`src/rtl/lsu_queue.sv`:
```
// lsu_queue: in-order load/store queue between the execution stage and the
// data port. A circular buffer with write, issue and retire pointers turns
// queued memory ops into data-port requests. Load results are returned to the
// decoder-stage register write-back port.
// Optional feature: define LSU_QUEUE_ERR_CAPTURE_EN to add sticky capture of
// the first errored response address (err_valid_o / err_addr_o / err_clr_i).
module lsu_queue #(
    parameter int C_XLEN    = 32,
    parameter int C_DEPTH_X = 2
) (
    input  logic              clk_i,
    input  logic              resetb_i,
    input  logic              clk_en_i,
    output logic              exs_full_o,
    input  logic              exs_lq_wr_i,
    input  logic              exs_sq_wr_i,
    input  logic [2:0]        exs_funct3_i,
    input  logic [4:0]        exs_regd_addr_i,
    input  logic [C_XLEN-1:0] exs_regs2_data_i,
    input  logic [C_XLEN-1:0] exs_addr_i,
    input  logic              dreqready_i,
    output logic              dreqvalid_o,
    output logic [1:0]        dreqhpl_o,
    output logic [C_XLEN-1:0] dreqaddr_o,
    output logic              dreqwr_o,
    output logic [3:0]        dreqbe_o,
    output logic [C_XLEN-1:0] dreqwdata_o,
    output logic              drspready_o,
    input  logic              drspvalid_i,
    input  logic              drsprerr_i,
    input  logic              drspwerr_i,
    input  logic [C_XLEN-1:0] drspdata_i,
`ifdef LSU_QUEUE_ERR_CAPTURE_EN
    output logic              err_valid_o,
    output logic [C_XLEN-1:0] err_addr_o,
    input  logic              err_clr_i,
`endif
    output logic              ids_reg_wr_o,
    output logic [4:0]        ids_reg_addr_o,
    output logic [C_XLEN-1:0] ids_reg_data_o
);

    localparam int DEPTH = 1 << C_DEPTH_X;

    typedef logic [C_DEPTH_X:0] ptr_t;

    typedef struct packed {
        logic              st;
        logic [2:0]        funct3;
        logic [4:0]        regd;
        logic [C_XLEN-1:0] data;
        logic [C_XLEN-1:0] addr;
    } entry_t;

    entry_t mem_q [DEPTH];

    ptr_t wr_q, wr_d, iss_q, iss_d, rsp_q, rsp_d;
    ptr_t count;
    logic [C_DEPTH_X-1:0] wr_idx, iss_idx, rsp_idx;
    logic enq, req_acc, rsp_acc;

    logic              ids_wr_q, ids_wr_d;
    logic [4:0]        ids_addr_q, ids_addr_d;
    logic [C_XLEN-1:0] ids_data_q, ids_data_d;
    logic [C_XLEN-1:0] ld_shift, ld_data;
    logic              sign_ext;

    assign wr_idx  = wr_q[C_DEPTH_X-1:0];
    assign iss_idx = iss_q[C_DEPTH_X-1:0];
    assign rsp_idx = rsp_q[C_DEPTH_X-1:0];

    // Occupancy never exceeds DEPTH, so its top bit alone flags a full queue.
    assign count       = wr_q - rsp_q;
    assign exs_full_o  = count[C_DEPTH_X];
    assign dreqvalid_o = (iss_q != wr_q);
    assign drspready_o = (rsp_q != iss_q);
    assign dreqhpl_o   = 2'b11;

    assign enq     = clk_en_i && (exs_lq_wr_i || exs_sq_wr_i) && !exs_full_o;
    assign req_acc = clk_en_i && dreqvalid_o && dreqready_i;
    assign rsp_acc = clk_en_i && drspvalid_i && drspready_o;

    // Next pointer values: each pointer steps by one on its own event.
    always_comb begin
        wr_d  = wr_q + ptr_t'(enq);
        iss_d = iss_q + ptr_t'(req_acc);
        rsp_d = rsp_q + ptr_t'(rsp_acc);
    end

    // Pointer registers; reset empties the queue.
    // NOTE: state registers use non-blocking assignments so every flop samples pre-edge values.
    always_ff @(posedge clk_i or negedge resetb_i) begin
        if (!resetb_i) begin
            wr_q  <= '0;
            iss_q <= '0;
            rsp_q <= '0;
        end else begin
            wr_q  <= wr_d;
            iss_q <= iss_d;
            rsp_q <= rsp_d;
        end
    end

    // Entry storage written at the write pointer on enqueue; both strobes high counts as a store.
    // NOTE: storage has no reset; the pointers alone define which entries are live.
    always_ff @(posedge clk_i) begin
        if (enq) begin
            mem_q[wr_idx] <= '{st:     exs_sq_wr_i,
                               funct3: exs_funct3_i,
                               regd:   exs_regd_addr_i,
                               data:   exs_regs2_data_i,
                               addr:   exs_addr_i};
        end
    end

    // Request fields from the entry at the issue pointer, zero when nothing is pending.
    // NOTE: every always_comb output gets a default first so no latch is inferred.
    always_comb begin
        dreqaddr_o  = '0;
        dreqwr_o    = 1'b0;
        dreqbe_o    = '0;
        dreqwdata_o = '0;
        if (dreqvalid_o) begin
            dreqaddr_o = {mem_q[iss_idx].addr[C_XLEN-1:2], 2'b00};
            dreqwr_o   = mem_q[iss_idx].st;
            case (mem_q[iss_idx].funct3[1:0])
                2'b00: begin
                    dreqbe_o    = 4'b0001 << mem_q[iss_idx].addr[1:0];
                    dreqwdata_o = {4{mem_q[iss_idx].data[7:0]}};
                end
                2'b01: begin
                    dreqbe_o    = 4'b0011 << {mem_q[iss_idx].addr[1], 1'b0};
                    dreqwdata_o = {2{mem_q[iss_idx].data[15:0]}};
                end
                default: begin
                    dreqbe_o    = 4'b1111;
                    dreqwdata_o = mem_q[iss_idx].data;
                end
            endcase
            if (!mem_q[iss_idx].st) begin
                dreqwdata_o = '0;
            end
        end
    end

    // Load result: shift the addressed lane down, then sign- or zero-extend.
    always_comb begin
        ld_shift = drspdata_i >> {mem_q[rsp_idx].addr[1:0], 3'b000};
        sign_ext = ~mem_q[rsp_idx].funct3[2];
        case (mem_q[rsp_idx].funct3[1:0])
            2'b00:   ld_data = {{24{sign_ext & ld_shift[7]}}, ld_shift[7:0]};
            2'b01:   ld_data = {{16{sign_ext & ld_shift[15]}}, ld_shift[15:0]};
            default: ld_data = ld_shift;
        endcase
    end

    // Write-back decision: clean load responses with a non-zero destination only.
    always_comb begin
        ids_wr_d   = 1'b0;
        ids_addr_d = ids_addr_q;
        ids_data_d = ids_data_q;
        if (rsp_acc && !mem_q[rsp_idx].st && !drsprerr_i && (mem_q[rsp_idx].regd != 5'd0)) begin
            ids_wr_d   = 1'b1;
            ids_addr_d = mem_q[rsp_idx].regd;
            ids_data_d = ld_data;
        end
    end

    // Write-back port registers, one cycle after response acceptance.
    always_ff @(posedge clk_i or negedge resetb_i) begin
        if (!resetb_i) begin
            ids_wr_q   <= 1'b0;
            ids_addr_q <= '0;
            ids_data_q <= '0;
        end else if (clk_en_i) begin
            ids_wr_q   <= ids_wr_d;
            ids_addr_q <= ids_addr_d;
            ids_data_q <= ids_data_d;
        end
    end

    assign ids_reg_wr_o   = ids_wr_q;
    assign ids_reg_addr_o = ids_addr_q;
    assign ids_reg_data_o = ids_data_q;

`ifdef LSU_QUEUE_ERR_CAPTURE_EN
    logic              err_valid_q;
    logic [C_XLEN-1:0] err_addr_q;
    logic              err_hit;

    assign err_hit = rsp_acc && (mem_q[rsp_idx].st ? drspwerr_i : drsprerr_i);

    // Sticky first-error capture; a clear coinciding with a new error keeps the new one.
    always_ff @(posedge clk_i or negedge resetb_i) begin
        if (!resetb_i) begin
            err_valid_q <= 1'b0;
            err_addr_q  <= '0;
        end else if (clk_en_i) begin
            if (err_hit && (!err_valid_q || err_clr_i)) begin
                err_valid_q <= 1'b1;
                err_addr_q  <= mem_q[rsp_idx].addr;
            end else if (err_clr_i) begin
                err_valid_q <= 1'b0;
            end
        end
    end

    assign err_valid_o = err_valid_q;
    assign err_addr_o  = err_addr_q;
`else
    logic unused_werr;
    assign unused_werr = drspwerr_i;
`endif

endmodule

```
`config.mk`:
```
export PLATFORM = sky130hd
export DESIGN_NAME = lsu_queue
export DESIGN_NICKNAME = d
export VERILOG_FILES = /design/src/rtl/lsu_queue.sv
export SDC_FILE = /design/constraint.sdc
export NUM_CORES = 1
export LEC_CHECK = 0
export BUFFER_PORTS_ARGS = -buffer_cell sky130_fd_sc_hd__buf_2
export CORE_MARGIN = 2
export CORE_UTILIZATION = 45
export DETAILED_ROUTE_END_ITERATION = 8
export GPL_ROUTABILITY_DRIVEN = 0
export PLACE_DENSITY = 0.66
export SYNTH_ARGS = -nofsm -noshare
export SYNTH_HDL_FRONTEND = slang
export SYNTH_SLANG_ARGS = --single-unit
```
`constraint.sdc`:
```
create_clock -name clk_i -period 10.1 [get_ports clk_i]
set_clock_uncertainty 0.15 [all_clocks]
set_input_delay 2.02 -clock clk_i [delete_from_list [all_inputs] [get_ports clk_i]]
set_output_delay 2.02 -clock clk_i [all_outputs]
set_load 0.02 [all_outputs]
```
==> results of run 1 <==
[where the power goes]
group	total, mW	leakage, nW	internal (mW)	switching, mW
Sequential	2.07	3.20	1.89	0.183
Clock	1.34	0.586	0.800	0.538
Combinational	2.45	2.41	0.936	1.52
[sequential cells by signal, indices dropped and copies added, names as in the netlist]
signal          cells
wr_q                3
mem_q             292
ids_reg_addr_o      5
rsp_q               3
iss_q               3
ids_reg_data_o     32
ids_reg_wr_o        1
[path summary, 6_finish.rpt]
check,startpoint,to,slack (ns),depth (start not counted)
setup / recovery,iss_q[0],dreqwdata_o[25],4.08,5
hold / removal,ids_reg_wr_o,ids_reg_wr_o,0.33,1
setup reg to reg,iss_q[1],ids_reg_data_o[11],6.14,7
hold reg to reg,ids_reg_wr_o,ids_reg_wr_o,0.33,1
max in group asynchronous,resetb_i,iss_q[1],7.87,2
min in group asynchronous,resetb_i,ids_reg_data_o[10],1.46,2
[final cells by class]
class | count | area (sq um) | area share
flip-flops and latches | 339 | 9950 | 0.598
multi-input cells | 380 | 3740 | 0.225
repair buffers | 233 | 1200 | 0.0722
clock buffers | 48 | 988 | 0.0594
well taps | 396 | 495 | 0.0298
clock inverters | 19 | 225 | 0.0135
inverters | 7 | 26.3 | 0.00158
diodes | 6 | 15.0 | 0.000902
[cells in the final DEF, fill, tap and decap left out, drive strengths merged, types with 9 or more instances in the layout]
cell,count
edfxtp,292
buf,233
mux4,78
nor2,53
nand2,50
clkbuf,48
dfrtp,47
mux2i,34
nor2b,33
a21oi,29
mux2,20
a31oi,17
clkinv,11
and3,10
o21ai,9
[metrics by stage]
step,util,instance area (sq um),cells,worst slack (ns),hold WS (ns)
after floorplan,-,13900,774,1.61,0.323
after CTS,0.545,16600,1422,3.95,0.334
after global routing,0.545,16600,1424,3.74,0.366
final,0.546,16600,1428,4.08,0.333
after global placement,0.505,15400,1355,4.56,0.312
after detailed placement,0.505,15400,1355,4.50,0.322
[cell families after synthesis]
logic type      synth area share
mux                        0.171
buf+inv                   0.0188
simple gates              0.0525
fa+ha+maj                0.00629
xor+xnor                 0.00692
flops                      0.715
other cells             0.000540
compound gates            0.0292
[per-layer routing]
| metal | GRT usage | wire [um] | vias up |
|---|---|---|---|
| met5 | 0 | 34 | - |
| met4 | 0.0680 | 911 | 6 |
| met3 | 0.0579 | 2450 | 64 |
| met2 | 0.299 | 14700 | 265 |
| met1 | 0.248 | 12600 | 3834 |
| li1 | - | - | 3496 |
[worst register-to-register path, stage by stage, from the launching register on]
cell and delay, ns:
dfrtp_4 0.61, buf_4 0.68, xnor2_1 0.18, a31oi_1 0.36, o211a_2 0.63, buf_4 0.45, a21boi_1 0.60, a21oi_1 0.15
==> out/summary.txt, run 1 <==
status = completed
Syn Area/Cell = 18.0 sq um
fraction of layout cells with a size suffix above 1 = 0.379
GRT Total Usage = 0.189
cts repair resizes = 0
RSZ-0062 raised after global routing = no
ys async rst share = 0.139
FP Rows = 64
max-cap viol count = 0
worst relative slew slack = 0.363
TritonCTS Buffers = 37
IO buf count = 219
final wirelength = 30,600 um
kind of critical path = flop to output pin
Core Box Area = 30,500 sq um
Synth top area share = 0.630
top-count cell post-synth = edfxtp_1
worst stage delay on the critical path = 0.81 ns
CTS tree = built
Critical Path Source Type = flop
CP delay by family, top = buffers and inverters
first-pass GRT wire length = 47,000 um
clock tree root buffer cell = clkbuf_16
CTS H-tree depth = 2
via/cell ratio = 5.37
main flop type after synthesis = edfxtp_1
Chip Width = 180 um
synthesis-to-finish area growth = 19.6%
largest cells by area after synthesis = edfxtp_1 63%, mux4_2 12%, dfrtp_1 8.5%, mux2i_1 2.4%, nor2b_1 1.5%
Final nets = 1,118
worst-skew pair later-pin latency = 0.52 ns
routed wire length per instance = 21.5 um
sequential fraction of the synthesis area = 0.715
Pins Over Slew Limit = 0
Ports = 225
Post-Syn Instances = 772
post-DP HPWL = 19,300 um
Hold Violations, Final = 0
Worst path slowest cell = dfrtp_4
pin count of the biggest net entering global routing = 62
Die H = 180 um
Mapped Area = 13,900 sq um
Sink Count = 339
Final setup viols = 0
Tmin final = 6.02 ns
initial core utilization = 0.456
maximum vdd drop = 196 uV
CTS Hold Bufs = 0
actual slew at the worst max-slew pin = 0.956 ns
CP arrival = 3.85 ns
Synth area leader = edfxtp_1
CP max FO = 42
initial antenna violation count = 7
via count = 7,665
crit share post-route = 0.596
First-pass DRT Iterations = 5
Netlist cell types = 37
Fin Setup TNS = 0 ns
drt drc = 0
crit-path cells = buf_4 > mux4_2 > nand2_1 > nor2_1 > buf_2
post-route antenna net violation count = 0
CP bufs+invs = 2
die area = 32,300 sq um
list of most frequent post-synthesis cells = 292 x edfxtp_1, 72 x mux4_2, 53 x nor2_1, 50 x nand2_1, 47 x dfrtp_1
grt ovf = 0
max frequency = 166 MHz
Seq cells post-synth = 339
Post CTS Setup Buffer Count = 0
YS warnings = 0
crit path capture type = output pin
Worst-path clk slew = 0.06 ns
clk buf depth = 3
total power = 5.86 mW
Pleak = 6.19 nW
worst hold path type = flop to flop
required time of the critical path = 7.93 ns
number of flops mapped to enable cells by yosys = 292
number of global-route vias before repair = 8,049
Iter 0 DRT Violations = 490
pwr/cell area = 352 nW/um^2
FILL cells = 2,470
Power figures use the tool's default switching activity.
==> inputs of run 2 (changes only) <==
==> constraint.sdc (replaced) <==
create_clock -name clk_i -period 6.3 [get_ports clk_i]
set_clock_uncertainty 0.15 [all_clocks]
set_input_delay 1.26 -clock clk_i [delete_from_list [all_inputs] [get_ports clk_i]]
set_output_delay 1.26 -clock clk_i [all_outputs]
set_load 0.02 [all_outputs]
==> run 2 against run 1 <==
Compared with the run above:
- count of clock-buffer cells in the layout fell by 5
- critical path depth rose by 2
- routed wire length fell by 1.4%
- sequential share of layout area rose by 0.40 points
- hold slack improved by 0.00084 ns
- power rose by 57%
- clock power rose by 46%
- die area did not move
- sequential power rose by 62%
- flip-flop and latch count did not move
- largest power group unchanged
==> out/summary.txt, run 2 (synthesized netlist as in run 1, its figures left out) <==
Switching Share = 0.384 (was 0.382)
Ports = 225 (unchanged)
Critical Path Start = iss_q[0] (unchanged)
Worst-path clk slew = 0.06 ns (about the same)
worst hold path type = flop to flop (unchanged)
synthesis-to-finish area growth = 18.8% (was 19.6%)
CTS H-tree depth = 2 (unchanged)
worst relative slew slack = 0.441 (was 0.363)
number of global-route vias before repair = 7,881 (was 8,049)
FP Rows = 64 (unchanged)
Seq pwr share = 0.365 (was 0.353)
fraction of layout cells with a size suffix above 1 = 0.375 (was 0.379)
initial antenna violation count = 7 (unchanged)
post-DP HPWL = 19,500 um (was 19,300 um)
Switch Pwr = 3.53 mW (was 2.24 mW)
Final nets = 1,117 (was 1,118)
Fin Setup TNS = 0 ns (unchanged)
die area = 32,300 sq um (unchanged)
kind of critical path = flop to output pin (unchanged)
fin area = 16,500 sq um (was 16,600 sq um)
crit path capture type = output pin (unchanged)
CTS Hold Bufs = 0 (unchanged)
Die H = 180 um (unchanged)
Chip Width = 180 um (unchanged)
crit share post-route = 0.793
max-cap viol count = 0 (unchanged)
drt drc = 0 (unchanged)
Iter 0 DRT Violations = 411 (was 490)
Pleak = 6.16 nW (was 6.19 nW)
total power = 9.19 mW (was 5.86 mW)
Min Hold Slack = 0.334 ns (was 0.333 ns)
Pins Over Slew Limit = 0 (unchanged)
Critical Path Source Type = flop (unchanged)
maximum vdd drop = 344 uV (was 196 uV)
GRT Total Usage = 0.188 (was 0.189)
clock power share = 0.212 (was 0.228)
CP max FO = 38 (was 42)
grt ovf = 0 (unchanged)
combinational power share = 0.423 (was 0.418)
Worst R2R Setup Slack = 2.54 ns (was 6.14 ns)
final wirelength = 30,200 um (was 30,600 um)
first-pass GRT wire length = 46,800 um (was 47,000 um)
First-pass DRT Iterations = 5 (unchanged)
Sink Count = 339 (unchanged)
FILL cells = 2,429 (was 2,470)
CTS tree = built (unchanged)
commonest non-fill, non-tap cell in the layout = edfxtp_1 (unchanged)
IO buf count = 219 (unchanged)
required time of the critical path = 4.89 ns (was 7.93 ns)
worst-skew pair later-pin latency = 0.50 ns (was 0.52 ns)
Worst R2R Path Depth = 7 (unchanged)
Setup WS post-layout = 1.31 ns (was 4.08 ns)
dpl ws = 1.75 ns (was 4.50 ns)
Hold Violations, Final = 0 (unchanged)
cts repair resizes = 0 (unchanged)
post-route antenna net violation count = 0 (unchanged)
Post CTS Setup Buffer Count = 0 (unchanged)
pin count of the biggest net entering global routing = 51 (was 62)
Core Box Area = 30,500 sq um (unchanged)
Post-DP Area = 15,400 sq um (about the same)
CP arrival = 3.58 ns (was 3.85 ns)
most frequent cells in the layout = 292 x edfxtp_1, 219 x buf_2, 72 x mux4_2, 53 x nor2_1, 50 x nand2_1 (unchanged)
Pint = 5.66 mW (was 3.62 mW)
max frequency = 200 MHz
clock tree root buffer cell = clkbuf_16 (unchanged)
RSZ-0062 raised after global routing = no (unchanged)
max reg flops = 292 (unchanged)
actual slew at the worst max-slew pin = 0.839 ns (was 0.956 ns)
Tmin final = 4.99 ns
initial core utilization = 0.456 (unchanged)
TritonCTS Buffers = 36 (was 37)
via/cell ratio = 5.38 (was 5.37)
Hold Crit Depth = 1 (unchanged)
clk buf depth = 3 (unchanged)
via count = 7,666 (was 7,665)
r2r startpoint = rsp_q[1] (was iss_q[1])
Largest Register = mem_q (unchanged)
status = completed (unchanged)
routed wire length per instance = 21.2 um (was 21.5 um)
min-delay src = ids_reg_wr_o (unchanged)
pwr/cell area = 556 nW/um^2 (was 352 nW/um^2)
Final setup viols = 0 (unchanged)
-- run 2: changes by cell type in the layout (fill, tap and decap cells not counted), sizes merged --
cell      change
clkinv        +7
clkinvlp      -3
diode         -1
bufinv        -2
clkbuf        -5
-- run 2: power groups by stage --
| stage | clock (mW) | sequential, mW | combinational, mW |
|---|---|---|---|
| floorplan | 0 | 3.38 | 2.67 |
| global placement | 0 | 3.39 | 3.91 |
| detailed placement | 0 | 3.42 | 3.92 |
| CTS | 2.00 | 3.37 | 3.94 |
| global route | 2.09 | 3.43 | 4.20 |
| finish | 1.95 | 3.35 | 3.89 |
-- run 2: stage by stage --
step | std cells | utilization
floorplan | 774 | -
global placement | 1355 | 0.506
detailed placement | 1355 | 0.506
CTS | 1419 | 0.542
global route | 1420 | 0.542
finish | 1424 | 0.542
-- run 2: routing by layer --
metal  vias up  routed length, um  track usage
met2       266              15000        0.312
met1      3864              12400        0.246
met4         4                515       0.0472
li1       3485                  -            -
met5         -                 24            0
met3        47               2290       0.0511
-- run 2: path summary, 6_finish.rpt --
kind,end
min in group asynchronous,ids_reg_data_o[9]
max in group asynchronous,iss_q[0]
hold reg to reg,ids_reg_wr_o
setup reg to reg,mem_q[2][51]
hold / removal,ids_reg_wr_o
setup / recovery,dreqwdata_o[24]
-- run 2: area by class of cell --
class	instances	area, sq um	area share
Sequential cell	339	9950	0.602
Multi-Input combinational cell	380	3760	0.227
Timing Repair Buffer	233	1200	0.0726
Clock buffer	43	927	0.0561
Tap cell	396	495	0.0300
Clock inverter	21	160	0.00969
Inverter	7	26.3	0.00159
Antenna cell	5	12.5	0.000757
-- run 2: worst max-delay path: stages, from the launching register on --
cell and delay (ns):
dfrtp_4 0.89, buf_4 0.74, mux4_2 0.67, mux2i_1 0.15, nor2_1 0.05, a21oi_1 0.26, nor2_1 0.07, buf_2 0.18
